==> src/rtl/ram_out_bit_serializer_pkg.sv <==
// Shared defaults and FSM state encodings for the RAM-to-bit-stream serializer.
// Word/address widths match the byte RAM buffer in the BTLE TX path.
package ram_out_bit_serializer_pkg;

  localparam int DEF_DATA_WIDTH       = 8;
  localparam int DEF_ADDRESS_WIDTH    = 6;
  localparam int DEF_RAM_READ_LATENCY = 1;

  localparam logic [1:0] ST_IDLE  = 2'd0;
  localparam logic [1:0] ST_FETCH = 2'd1;
  localparam logic [1:0] ST_SHIFT = 2'd2;

  typedef enum logic [1:0] {
    IDLE  = ST_IDLE,
    FETCH = ST_FETCH,
    SHIFT = ST_SHIFT
  } state_t;

endpackage

==> src/rtl/ram_out_bit_serializer_bit_shift_out.sv <==
// Word-wide shift register with a bit counter; presents one bit at a time,
// LSB or MSB first, and flags the last bit of the loaded word.
module bit_shift_out #(
  parameter int DATA_WIDTH = 8,
  parameter bit LSB_FIRST  = 1'b1
) (
  input  logic                  clk,
  input  logic                  rst,
  input  logic                  load,
  input  logic                  shift,
  input  logic [DATA_WIDTH-1:0] din,
  output logic                  bit_cur,
  output logic                  last_bit
);

  localparam int CNT_W = (DATA_WIDTH > 2) ? $clog2(DATA_WIDTH) : 1;

  logic [DATA_WIDTH-1:0] shift_reg;
  logic [CNT_W-1:0]      bit_cnt;

  // Datapath register: no reset, the top gates the output with bit_valid
  always_ff @(posedge clk) begin
    if (load) begin
      shift_reg <= din;
    end else if (shift) begin
      shift_reg <= LSB_FIRST ? {1'b0, shift_reg[DATA_WIDTH-1:1]}
                             : {shift_reg[DATA_WIDTH-2:0], 1'b0};
    end
  end

  always_ff @(posedge clk or posedge rst) begin
    if (rst) begin
      bit_cnt <= '0;
    end else if (load) begin
      bit_cnt <= '0;
    end else if (shift) begin
      bit_cnt <= bit_cnt + CNT_W'(1);
    end
  end

  assign bit_cur  = LSB_FIRST ? shift_reg[0] : shift_reg[DATA_WIDTH-1];
  assign last_bit = (bit_cnt == CNT_W'(DATA_WIDTH - 1));

endmodule

==> src/rtl/ram_out_bit_serializer.sv <==
// Reads num_byte words from the byte RAM starting at start_addr and streams
// them out one bit per valid/ready handshake, prefetching the next word.
module ram_out_bit_serializer
  import ram_out_bit_serializer_pkg::*;
#(
  parameter int DATA_WIDTH       = DEF_DATA_WIDTH,
  parameter int ADDRESS_WIDTH    = DEF_ADDRESS_WIDTH,
  parameter int RAM_READ_LATENCY = DEF_RAM_READ_LATENCY,
  parameter bit LSB_FIRST        = 1'b1
) (
  input  logic                     clk,
  input  logic                     rst,
  input  logic                     start,
  input  logic [ADDRESS_WIDTH-1:0] start_addr,
  input  logic [ADDRESS_WIDTH:0]   num_byte,
  output logic [ADDRESS_WIDTH-1:0] addr,
  input  logic [DATA_WIDTH-1:0]    data,
  output logic                     bit_out,
  output logic                     bit_valid,
  input  logic                     bit_ready,
  output logic                     busy,
  output logic                     done
);

  localparam int LAT_W = $clog2(DATA_WIDTH) + 1;

  state_t                 state;
  logic [LAT_W-1:0]       lat_cnt;
  logic [ADDRESS_WIDTH:0] num_lat;
  logic [ADDRESS_WIDTH:0] word_cnt;

  logic handshake;
  logic fetch_done;
  logic final_word;
  logic sr_load;
  logic sr_shift;
  logic sr_bit;
  logic sr_last;

  assign handshake  = bit_valid && bit_ready;
  assign fetch_done = (state == FETCH) && (lat_cnt == LAT_W'(RAM_READ_LATENCY));
  assign final_word = (word_cnt == num_lat);
  // The prefetched word is reloaded on the last bit of every non-final word
  assign sr_load    = fetch_done || ((state == SHIFT) && handshake && sr_last && !final_word);
  assign sr_shift   = (state == SHIFT) && handshake && !sr_last;
  assign bit_out    = bit_valid && sr_bit;

  bit_shift_out #(
    .DATA_WIDTH (DATA_WIDTH),
    .LSB_FIRST  (LSB_FIRST)
  ) u_shift (
    .clk      (clk),
    .rst      (rst),
    .load     (sr_load),
    .shift    (sr_shift),
    .din      (data),
    .bit_cur  (sr_bit),
    .last_bit (sr_last)
  );

  always_ff @(posedge clk or posedge rst) begin
    if (rst) begin
      state     <= IDLE;
      addr      <= '0;
      bit_valid <= 1'b0;
      busy      <= 1'b0;
      done      <= 1'b0;
      lat_cnt   <= '0;
      num_lat   <= '0;
      word_cnt  <= '0;
    end else begin
      done <= 1'b0;
      case (state)
        IDLE: begin
          if (start) begin
            if (num_byte == '0) begin
              done <= 1'b1;
            end else begin
              num_lat <= num_byte;
              addr    <= start_addr;
              busy    <= 1'b1;
              lat_cnt <= '0;
              state   <= FETCH;
            end
          end
        end
        FETCH: begin
          if (fetch_done) begin
            bit_valid <= 1'b1;
            addr      <= addr + ADDRESS_WIDTH'(1);
            word_cnt  <= (ADDRESS_WIDTH + 1)'(1);
            state     <= SHIFT;
          end else begin
            lat_cnt <= lat_cnt + LAT_W'(1);
          end
        end
        SHIFT: begin
          if (handshake && sr_last) begin
            addr <= addr + ADDRESS_WIDTH'(1);
            if (final_word) begin
              bit_valid <= 1'b0;
              busy      <= 1'b0;
              done      <= 1'b1;
              state     <= IDLE;
            end else begin
              word_cnt <= word_cnt + (ADDRESS_WIDTH + 1)'(1);
            end
          end
        end
        default: state <= IDLE;
      endcase
    end
  end

endmodule
==> config.mk <==
export PLATFORM = sky130hd
export DESIGN_NAME = ram_out_bit_serializer
export DESIGN_NICKNAME = d
export VERILOG_FILES = /design/src/rtl/ram_out_bit_serializer_pkg.sv /design/src/rtl/ram_out_bit_serializer_bit_shift_out.sv /design/src/rtl/ram_out_bit_serializer.sv
export SDC_FILE = /design/constraint.sdc
export NUM_CORES = 1
export LEC_CHECK = 0
export ABC_CLOCK_PERIOD_IN_PS = 5700
export BUFFER_PORTS_ARGS = -buffer_cell sky130_fd_sc_hd__clkbuf_2
export CAP_MARGIN = 20
export CORE_MARGIN = 2
export CORE_UTILIZATION = 34
export CTS_CLUSTER_SIZE = 14
export DETAILED_ROUTE_END_ITERATION = 12
export PLACE_DENSITY = 0.6
export SLEW_MARGIN = 20
export SYNTH_ARGS = -nofsm -noshare
export SYNTH_HDL_FRONTEND = slang
export SYNTH_SLANG_ARGS = --single-unit
export TNS_END_PERCENT = 30
==> constraint.sdc <==
create_clock -name clk -period 5.7 [get_ports clk]
set_clock_uncertainty 0.05 [all_clocks]
set_input_delay 0.57 -clock clk [delete_from_list [all_inputs] [get_ports clk]]
set_output_delay 0.57 -clock clk [all_outputs]
set_load 0.02 [all_outputs]
Word level (Yosys, flattened, before mapping):

Index checks and enable logic that the tools add are counted.

* register bits: 40
* input port bits: 25
* output and inout bits: 10
* logic and storage cells: 87

* add/sub/neg operators: 4
* eq/ne operators: 12
* muxes and demuxes: 35
* bitwise logic cells: 1
* reductions and logical operators: 25

Operator list (count)
* $mux W6: 4
* $mux W7: 3
* $pmux W6 S3: 1
* $mux W8: 2
* $reduce_and A5 Y1: 3
* $pmux W7 S2: 1
* $mux W4: 3
* $ne A2 B2 Y1 const B: 6
* $reduce_and A4 Y1: 3
* $mux W2: 5
* $mux W1: 9
* $logic_and A1 B1 Y1: 8
* $pmux W4 S2: 1
* $reduce_bool A2 Y1: 4
* $add A7 B1 Y7 const B: 1
* $eq A7 B7 Y1: 1
* $logic_not A7 Y1: 1
* $add A6 B1 Y6 const B: 1
* $mux W3: 2
* $pmux W1 S2: 3
* $pmux W2 S3: 1
* $add A4 B1 Y4 const B: 1
* $eq A4 B1 Y1 const B: 1
* $add A3 B1 Y3 const B: 1
* 10 further kinds: 11

Logic depth before layout (Yosys ltp):

Gate-level depths: netlist (run 1).

* depth after elaboration: 6
* gate-level depth with buffers: 9
* depth with buffers taken out: 7

Hierarchy:

Synthesis (run 1) repeated with hierarchy kept, for this count alone.

* cells, all modules: 218
* area total of the unflattened synthesis: 2314.7 um2

Modules (own cells, without submodules)
* ram_out_bit_serializer: instances 1, cells an instance 188, area each 1808.0 um2, sequential area each 725.7 um2
* bit_shift_out: instances 1, cells an instance 30, area each 506.7 um2, sequential area each 315.3 um2

Least setup slack after synthesis (run 1):

No wires, ideal clock.

* path type: flip-flop to flip-flop
* from: register word_cnt[5]
* to: register u_shift.shift_reg[0] (data pin)
* library setup time: 0.260 ns
* arrival time: 1.916 ns
* required time: 5.390 ns
* slack: 3.474 ns
* stages on the path, launching flop included: 8
* buffers on the path: 2
* clock period less this slack: 2.226 ns
* cells stage by stage: dfrtp_1 -> xnor2_1 -> nand4_1 -> or2_2 -> buf_2 -> a32oi_2 -> buf_6 -> mux2_2

* cells in the longest elaborated chain, start to end: 5

RTL lines
* from (decl): RTL line ram_out_bit_serializer.sv:30 `logic [ADDRESS_WIDTH:0] word_cnt;`
* from (signal assigned): RTL line ram_out_bit_serializer.sv:91 `word_cnt <= (ADDRESS_WIDTH + 1)'(1);`
* from (signal assigned): RTL line ram_out_bit_serializer.sv:106 `word_cnt <= word_cnt + (ADDRESS_WIDTH + 1)'(1);`
* $eq A7 B7 Y1: RTL line ram_out_bit_serializer.sv:42 `assign final_word = (word_cnt == num_lat);`
* $logic_not A1 Y1: RTL line ram_out_bit_serializer.sv:44 `assign sr_load = fetch_done || ((state == SHIFT) && handshake && sr_last && !final_word);`
* $logic_and A1 B1 Y1: RTL line ram_out_bit_serializer.sv:44
* $logic_or A1 B1 Y1: RTL line ram_out_bit_serializer.sv:44
* $mux W8: RTL line ram_out_bit_serializer_bit_shift_out.sv:23 `if (load) begin`
* to (signal assigned): RTL line ram_out_bit_serializer_bit_shift_out.sv:24 `shift_reg <= din;`
* to (signal assigned): RTL line ram_out_bit_serializer_bit_shift_out.sv:26 `shift_reg <= LSB_FIRST ? {1'b0, shift_reg[DATA_WIDTH-1:1]}`
* to (decl): RTL line ram_out_bit_serializer_bit_shift_out.sv:18 `logic [DATA_WIDTH-1:0] shift_reg;`

Every way passes these cells.
A chain may end at the register's enable or synchronous reset.

Worst setup path in the final report (run 1):

* from: register word_cnt[1]
* to: register u_shift.shift_reg[7], enable pin

* cells in the longest elaborated chain, start to end: 5

RTL lines (RTL line)
* $eq A7 B7 Y1: ram_out_bit_serializer.sv:42
* $logic_not A1 Y1: ram_out_bit_serializer.sv:44
* $logic_and A1 B1 Y1: ram_out_bit_serializer.sv:44
* $logic_or A1 B1 Y1: ram_out_bit_serializer.sv:44
* $reduce_bool A2 Y1 (no source line)

Every way passes these cells.

==> run summary, run 1 <==
dpl cells = 313
Crit Path Class = register to register
routability cong. = 0.7952
Cell Count, Final, Fillers Out = 321
Slew Limit Fails = 0
Pleak = 1.140 nW
TritonCTS clock tree = yes
slowest CP cell = a32oi_2
number of max-cap violations = 0
Peak VDD IR = 0.2276 mV
crit-path leading delay family = simple AND/OR/NAND/NOR gates
DIE AREA = 7442 um^2
Core ar. = 6459 um^2
critical path required time = 5.60 ns
GR peak layer = met2
final hold violations = 0
layout cells sized above 1 = 28.28%
Hold/Removal Path Class = input pin to async pin
Top-Level Pins = 35
number of synthesis warnings = 0
Rows = 29
via count = 1760
cells after synthesis = 211
Num Clock Sinks = 40
CP bufs+invs = 0
port bufs = 34
total setup buffers inserted after CTS = 0
vias in the first global route = 1677
Pre-antenna DRT Iters = 4
Cell Area, Synth = 2301 um^2
met3 Use GR = 3.429%
Final nets = 278
share of the synthesized area in the top cell type = 34.80%
RSZ-0062 raised after global routing = false
post-synth cell types = 50
outcome = finished, final reports clean
max FFs per register = 8
Design Power = 1.395 mW
Yosys top cell by area = dfrtp_1
achievable clock frequency = 0.3850 GHz
met2 Resource Use GR = 22.27%
synthesized net count = 246
Remaining Overflow, GRT = 0
Routed Antenna Nets = 0
drt wl/cell = 14.59 um
Area Overhead vs Synth = 15.66%
drt drc = 0
Syn Area/Cell = 10.91 um^2
post-route setup slack = 3.103 ns
CP peak stage delay = 0.59 ns
CP startpoint kind = register
Die Y = 86.27 um
Slew @ Worst Pin = 0.6944 ns
htree depth = 2
CTS max path bufs = 2
top-count cell post-synth = dfrtp_1
Clk Latency, worst-skew pair = 0.29 ns
CTS resizes = 0
first-pass GRT wire length = 8.121 mm
crit path max fanout = 12
Commonest cells post-synth = 32 x dfrtp_1, 15 x nand2_1, 14 x mux2_2
width of the die = 86.27 um
Antenna Cells = 0
crit path DAT = 2.50 ns
clock root cell = clkbuf_8
hpwl dp = 3.386 mm
final setup TNS = 0 ns
routed wire length = 4.682 mm
register area share after synthesis = 45.24%
top cells by area, synth = dfrtp_1 35%, edfxtp_1 10%, mux2_2 6.9%
Finish-stage setup viols = 0
Top FF cell, synth = dfrtp_1
Relative slew margins = 53.71%
#FFs+latches synth = 40
vias per cell = 5.483
cts hold-fix bufs = 0
Num CTS Buffers = 5
largest net degree at the start of global routing = 33
fin crit share = 45.57%
Initial Util = 35.63%
PwrDens = 524.2 nW/um^2
Period minus WS final = 2.598 ns
Place WS = 3.084 ns
asr flop ratio synth = 80.00%
All-Layer GR Usage = 13.57%
DR iter-0 viols = 118
initial antenna violation count = 0
fill cell count = 641
Design Area, Final = 2661 um^2
Post-synth EDFFs = 8
crit end category = register
met1 usage = 18.59%
Post-Place Cell Area = 2512 um^2
critical-path cell list = xnor2_1 > nand4_1 > or2_2 > a32oi_2 > nand2_1
Worst-path clk slew = 0.08 ns
## metrics by stage
stage,util (%),hold WS (ns)
final,41.21,0.2831
after CTS,41.21,0.3055
after global routing,41.21,0.3388
after detailed placement,38.90,0.4786
after global placement,38.90,0.4676
after floorplan,-,0.4509
## cells by family (layout without fill, tap and decap cells)
group                      count (synthesis)  count (layout)  synth area share (%)
DFF                                       40              40                 45.24
and+or+nand+nor                           56              56                 13.32
AOI/OAI and AO/OA                         56              56                 19.52
xor gates and xnor gates                   8               8                 3.045
muxes                                     18              18                 8.592
adders and majority gates                 10              10                 5.438
buffers and inverters                     23              56                 4.840
## worst paths after layout
kind	to	slack [ns]	start	cells past startpoint
worst min-delay path	addr[5]$_DFFE_PP0P_	0.28	rst	3
min in group clk	num_lat[3]$_DFFE_PP0P_	0.48	num_byte[3]	2
worst max-delay path	u_shift.shift_reg[7]$_SDFFCE_PP0P_	3.10	word_cnt[1]$_DFFE_PP0P_	5
worst min register to register	u_shift.shift_reg[2]$_DFFE_PP_	0.49	u_shift.shift_reg[3]$_DFFE_PP_	1
worst max register to register	u_shift.shift_reg[7]$_SDFFCE_PP0P_	3.10	word_cnt[1]$_DFFE_PP0P_	5
max in group asynchronous	u_shift.bit_cnt[0]$_DFFE_PP0P_	5.01	rst	3
## cell type report
class                      count  area, um^2  area share (%)
inverter                      13       48.80           1.834
tap                           77       96.34           3.620
clock inverter                 1       30.03           1.128
sequential                    40        1041           39.12
multi-input combinational    148        1149           43.16
clock buffer                   7       118.9           4.466
timing repair buffer          35       177.7           6.676
## cell usage in the layout, fill, tap and decap left out, types with 2 or more instances in the layout
cell and count:
nor3b_1 2, ha_1 10, mux2_2 14, nor2_1 3, nand3_1 11, clkbuf_8 5, mux2i_1 4, o21ai_0 13
nand3b_1 2, nand2_1 15, o311ai_0 2, o22ai_1 4, a22o_1 6, xnor2_1 8, nor3_1 2, clkbuf_2 34
nand4_1 3, clkbuf_16 2, or2_2 2, a221oi_2 2, a31oi_1 4, inv_1 13, o31ai_1 2, nor2b_1 3
o211ai_1 4, and2_1 2, a211o_1 2, dfrtp_1 32, and3_1 5, edfxtp_1 8, a21oi_1 5, a31o_2 2
## tightest hold or removal path: stages
cell and delay, ns:
clkbuf_2 0.08, inv_1 0.04, buf_4 0.37
## metal layers
| layer | vias to the layer above | wire length [um] |
|---|---|---|
| li1 | 854 | - |
| met4 | 0 | 29 |
| met1 | 867 | 2225 |
| met3 | 5 | 181 |
| met5 | - | 0 |
| met2 | 34 | 2246 |
## power breakdown
| part | internal (mW) | switching (mW) | leakage [nW] |
|---|---|---|---|
| Combinational | 0.269 | 0.346 | 0.594 |
| Clock | 0.184 | 0.105 | 0.0747 |
| Sequential | 0.401 | 0.0892 | 0.471 |
| Total | 0.854 | 0.541 | 1.14 |
No activity file was read; power rests on OpenSTA's default activity.
==> inputs of run 2 (changes only) <==
Settings changed: ABC_CLOCK_PERIOD_IN_PS 5700 to 2600.
Clock period 5.7 ns to 2.6 ns, I/O delays scaled along.
==> run 2 against run 1 <==
  * First-iteration DRC count decreased by 29%
  * Cell area increased by 0.33%
  * Non-clock buffer count increased by 7
  * Fmax increased by 11%
  * Hold slack got worse by 0.12 ns
  * Sequential share of layout area decreased by 0.13 points
  * Die area unchanged
  * Power increased by 110%
  * Register-to-register slack got worse by 2.8 ns
  * Sequential power increased by 120%
  * Combinational power increased by 130%
  * Via count decreased by 0.57%
  * Critical path type unchanged
==> run summary, run 2 (synthesis results as in run 1) <==
Slew Limit Fails = 0
Seq pwr share = 36.7%
PwrDens = 1099 nW/um^2
Top-Level Pins = 35
Num Clock Sinks = 40
vias in the first global route = 1713
final core area utilization = 41.34%
Die Y = 86.27 um
drt wl/cell = 14.42 um
Area Overhead vs Synth = 16.04%
Clk pwr share = 15.9%
met1 usage = 17.58%
Logic pwr share = 47.4%
most common cell after layout, fill and taps aside = clkbuf_2
Routed Antenna Nets = 0
largest net degree at the start of global routing = 33
Pleak = 1.150 nW
TritonCTS clock tree = yes
Crit Path Class = register to register
met2 Resource Use GR = 21.78%
P_int = 1.760 mW
outcome = finished, final reports clean
Antenna Cells = 0
first-pass GRT wire length = 7.921 mm
Num CTS Buffers = 5
Finish-stage setup viols = 0
initial antenna violation count = 0
number of max-cap violations = 0
Relative slew margins = 64.22%
vias per cell = 5.335
Clk Latency, worst-skew pair = 0.30 ns
Hold/Removal Path Class = input pin to register
CTS max path bufs = 2
htree depth = 2
Design Power = 2.935 mW
port bufs = 34
crit path max fanout = 14
DR iter-0 viols = 84
Final nets = 285
Pre-antenna DRT Iters = 4
drt drc = 0
CTS resizes = 0
final setup TNS = 0 ns
hpwl dp = 3.478 mm
Remaining Overflow, GRT = 0
fin crit share = 89.62%
max FFs per register = 8
routability cong. = 0.7257
Peak VDD IR = 0.5571 mV
clock root cell = clkbuf_8
critical path required time = 2.79 ns
sw frac = 40.03%
CP startpoint kind = register
Core ar. = 6459 um^2
routed wire length = 4.730 mm
layout cells sized above 1 = 29.48%
achievable clock frequency = 0.4292 GHz
Initial Util = 35.63%
Period minus WS final = 2.330 ns
via count = 1750
Rows = 29
crit path DAT = 2.52 ns
width of the die = 86.27 um
total setup buffers inserted after CTS = 0
commonest cells after routing, fill and taps aside = 34 x clkbuf_2, 32 x dfrtp_1, 15 x nand2_1
Slew @ Worst Pin = 0.5332 ns
Worst-path clk slew = 0.08 ns
All-Layer GR Usage = 13.42%
crit end category = register
GR peak layer = met2
met3 Use GR = 3.810%
Net Sw Power = 1.175 mW
DIE AREA = 7442 um^2
final hold violations = 0
RSZ-0062 raised after global routing = false
cts hold-fix bufs = 1
## run 2: cell count changes in the layout (fill, tap and decap cells not counted)
cell           change
clkbuf_1           +1
dlygate4sd3_1      +1
clkinv_2           +1
bufinv_16          -1
clkbuf_16          -1
buf_4              +6
## run 2: path summary, 6_finish.rpt
check | start | end | slack, ns | cells past startpoint
max | lat_cnt[1]$_DFFE_PP0P_ | addr[5]$_DFFE_PP0P_ | 0.27 | 7
max reg2reg | lat_cnt[1]$_DFFE_PP0P_ | addr[5]$_DFFE_PP0P_ | 0.27 | 7
max in group asynchronous | rst | u_shift.bit_cnt[2]$_DFFE_PP0P_ | 1.69 | 4
min reg2reg | num_lat[0]$_DFFE_PP0P_ | num_lat[0]$_DFFE_PP0P_ | 0.49 | 1
min | num_byte[3] | num_lat[3]$_DFFE_PP0P_ | 0.16 | 2
min in group asynchronous | rst | num_lat[2]$_DFFE_PP0P_ | 0.51 | 4
## run 2: final cells by class
class	count	area (um^2)
fillers	630	3789
clock buffers	7	97.59
inverters	13	48.80
flip-flops and latches	40	1041
well taps	77	96.34
clock inverters	1	5.005
repair buffers	42	232.7
multi-input cells	148	1149
## run 2: layer usage
metal / share of wire [%] / vias to the layer above / wire length (um)
met5: 0 / - / 0
met4: 1.0 / 0 / 48
met3: 4.0 / 5 / 188
met2: 47 / 31 / 2226
met1: 48 / 846 / 2266
li1: - / 868 / -
## run 2: stage by stage
stage / area (um^2) / hold WS, ns / instances / worst slack (ns)
after floorplan: 2301 / 0.3262 / 211 / 0.3741
after global placement: 2557 / 0.3084 / 319 / 0.3234
after detailed placement: 2557 / 0.3033 / 319 / 0.2604
after CTS: 2670 / 0.1587 / 328 / 0.2356
after global routing: 2670 / 0.1618 / 328 / 0.05981
final: 2670 / 0.1611 / 328 / 0.2699
## run 2: power by group through the flow
| stage | sequential (mW) | clock [mW] | combinational (mW) |
|---|---|---|---|
| final | 1.08 | 0.466 | 1.39 |
| after global routing | 1.11 | 0.503 | 1.55 |
| after CTS | 1.08 | 0.473 | 1.41 |
| after detailed placement | 1.09 | 0 | 1.40 |
| after global placement | 1.09 | 0 | 1.38 |
| after floorplan | 1.10 | 0 | 1.08 |
## run 2: worst max-delay path, stage by stage, from the launching register on
cell      delay, ns
dfrtp_1        0.41
inv_1          0.08
ha_1           0.14
or3b_2         0.57
a22oi_4        0.31
o211ai_4       0.21
nor4b_1        0.34
a211o_1        0.15
==> inputs of run 3 (changes only) <==
Settings changed: ABC_CLOCK_PERIOD_IN_PS 2600 to 2400.
Clock period 2.6 ns to 2.4 ns, I/O delays scaled along.
==> run 3 against run 2 <==
  * Clock power shrank 4%
  * Hold slack worse by 0.019 ns
  * Sequential share of layout area decreased by 0.24 points
  * Clock-buffer cell count decreased by 1
  * Non-clock buffer count grew 2
  * Fmax up 6.2%
  * Sequential power up 7%
  * Core utilization increased by 0.25 points
  * Combinational power is 12% higher
  * Cell area up 0.61%
  * Power is 7.6% higher
==> run summary, run 3 (synthesis results as in run 1) <==
Slew @ Worst Pin = 0.5593 ns
final hold violations = 0
CP startpoint kind = register
Clk Latency, worst-skew pair = 0.30 ns
Relative slew margins = 62.46%
Reg2Reg Setup Slack = 0.21 ns
Hold/Removal Path Class = input pin to register
Finish-stage setup viols = 0
port bufs = 34
Rows = 29
CTS max path bufs = 2
Net Sw Power = 1.283 mW
Design Power = 3.160 mW
critical path required time = 2.40 ns
Crit Path Class = register to register
final setup TNS = 0 ns
drt drc = 0
Post-Place Cell Area = 2585 um^2
Slew Limit Fails = 0
Antenna Cells = 0
critical-path cell list = xnor2_1 > nand4_1 > or2_2 > a32oi_2 > buf_12 > mux2_2
clock root cell = clkbuf_8
first-pass GRT wire length = 8.162 mm
crit path max fanout = 12
crit-path leading delay family = simple AND/OR/NAND/NOR gates
fin crit share = 91.45%
Routed Antenna Nets = 0
crit path DAT = 2.20 ns
Final nets = 287
vias per cell = 5.355
Peak VDD IR = 0.5897 mV
Num Clock Sinks = 40
DIE AREA = 7442 um^2
RSZ-0062 raised after global routing = false
commonest cells after routing, fill and taps aside = 34 x clkbuf_2, 32 x dfrtp_1, 15 x nand2_1
P_int = 1.877 mW
vias in the first global route = 1726
slowest CP cell = dfrtp_1
max FFs per register = 8
Pre-antenna DRT Iters = 4
Design Area, Final = 2686 um^2
PwrDens = 1176 nW/um^2
Core ar. = 6459 um^2
Clk pwr share = 14.2%
most common cell after layout, fill and taps aside = clkbuf_2
Pleak = 1.154 nW
largest net degree at the start of global routing = 33
DR iter-0 viols = 106
Initial Util = 35.63%
hpwl dp = 3.345 mm
total setup buffers inserted after CTS = 0
width of the die = 86.27 um
final hold slack = 0.1417 ns
Die Y = 86.27 um
routed wire length = 4.629 mm
Multi-input gate area = 1155 um^2
initial antenna violation count = 0
Top-Level Pins = 35
number of max-cap violations = 0
TritonCTS clock tree = yes
Logic pwr share = 49.0%
htree depth = 2
dpl cells = 321
CP bufs+invs = 1
outcome = finished, final reports clean
drt wl/cell = 14.03 um
layout cells sized above 1 = 30.43%
routability cong. = 0.7859
sw frac = 40.59%
FF+latch area = 1041 um^2
crit end category = register
post-route setup slack = 0.2053 ns
fill cell count = 633
Cell Count, Final, Fillers Out = 330
Num CTS Buffers = 5
via count = 1767
CP peak stage delay = 0.45 ns
Period minus WS final = 2.195 ns
Remaining Overflow, GRT = 0
All-Layer GR Usage = 13.63%
achievable clock frequency = 0.4556 GHz
Area Overhead vs Synth = 16.75%
Place WS = 0.1611 ns
Worst-path clk slew = 0.08 ns
final core area utilization = 41.59%
Seq pwr share = 36.8%
-- run 3: cell types whose count changed in the layout (fill, tap and decap cells not counted) --
cell        delta
clkbuf_16      -1
buf_12         +1
clkinvlp_4     +1
nor4b_1        -1
buf_4          +1
nor4b_2        +1
-- run 3: final timing paths --
kind | start | endpoint | cells past startpoint
max in group asynchronous | rst | done$_DFF_PP0_ | 4
hold reg to reg | addr[1]$_DFFE_PP0P_ | addr[1]$_DFFE_PP0P_ | 2
setup / recovery | word_cnt[5]$_DFFE_PP0P_ | u_shift.shift_reg[4]$_DFFE_PP_ | 6
min in group asynchronous | rst | num_lat[1]$_DFFE_PP0P_ | 4
hold / removal | num_byte[3] | num_lat[3]$_DFFE_PP0P_ | 2
setup reg to reg | word_cnt[5]$_DFFE_PP0P_ | u_shift.shift_reg[4]$_DFFE_PP_ | 6
-- run 3: repair_timing --
item / CTS / global route
endpoints found under the hold margin: 32 / 0
endpoints found under the setup margin: 0 / 1
hold buffers: 1 / 0
gates resized for setup: 0 / 1
-- run 3: cell type report --
type                            instances  share of cell area [%]
Sequential cell                        40                   38.75
Clock buffer                            6                   2.701
Timing Repair Buffer                   44                   9.688
Multi-Input combinational cell        148                   42.99
Tap cell                               77                   3.586
Clock inverter                          2                  0.4658
Inverter                               13                   1.816
-- run 3: metal layers --
layer | part of all wire [%] | GRT usage (%) | vias to the layer above
li1 | - | - | 874
met1 | 49 | 17.53 | 857
met2 | 46 | 22.76 | 29
met3 | 3.4 | 3.810 | 7
met4 | 1.0 | 3.409 | 0
met5 | 0 | 0 | -
-- run 3: worst register-to-register path, delay by kind of cell (launching register included) --
| kind | cells | cell delay (ns) |
|---|---|---|
| simple gates | 2 | 0.47 |
| flops | 1 | 0.45 |
| mux | 1 | 0.33 |
| compound gates | 1 | 0.28 |
| xor+xnor | 1 | 0.20 |
| buf+inv | 1 | 0.17 |
-- run 3: power groups by stage --
stage	registers (mW)	clock network (mW)	logic [mW]
2_1_floorplan	1.19	0	1.17
3_3_place_gp	1.17	0	1.53
3_5_place_dp	1.17	0	1.55
4_1_cts	1.16	0.462	1.56
5_1_grt	1.20	0.492	1.76
6_report	1.16	0.448	1.55
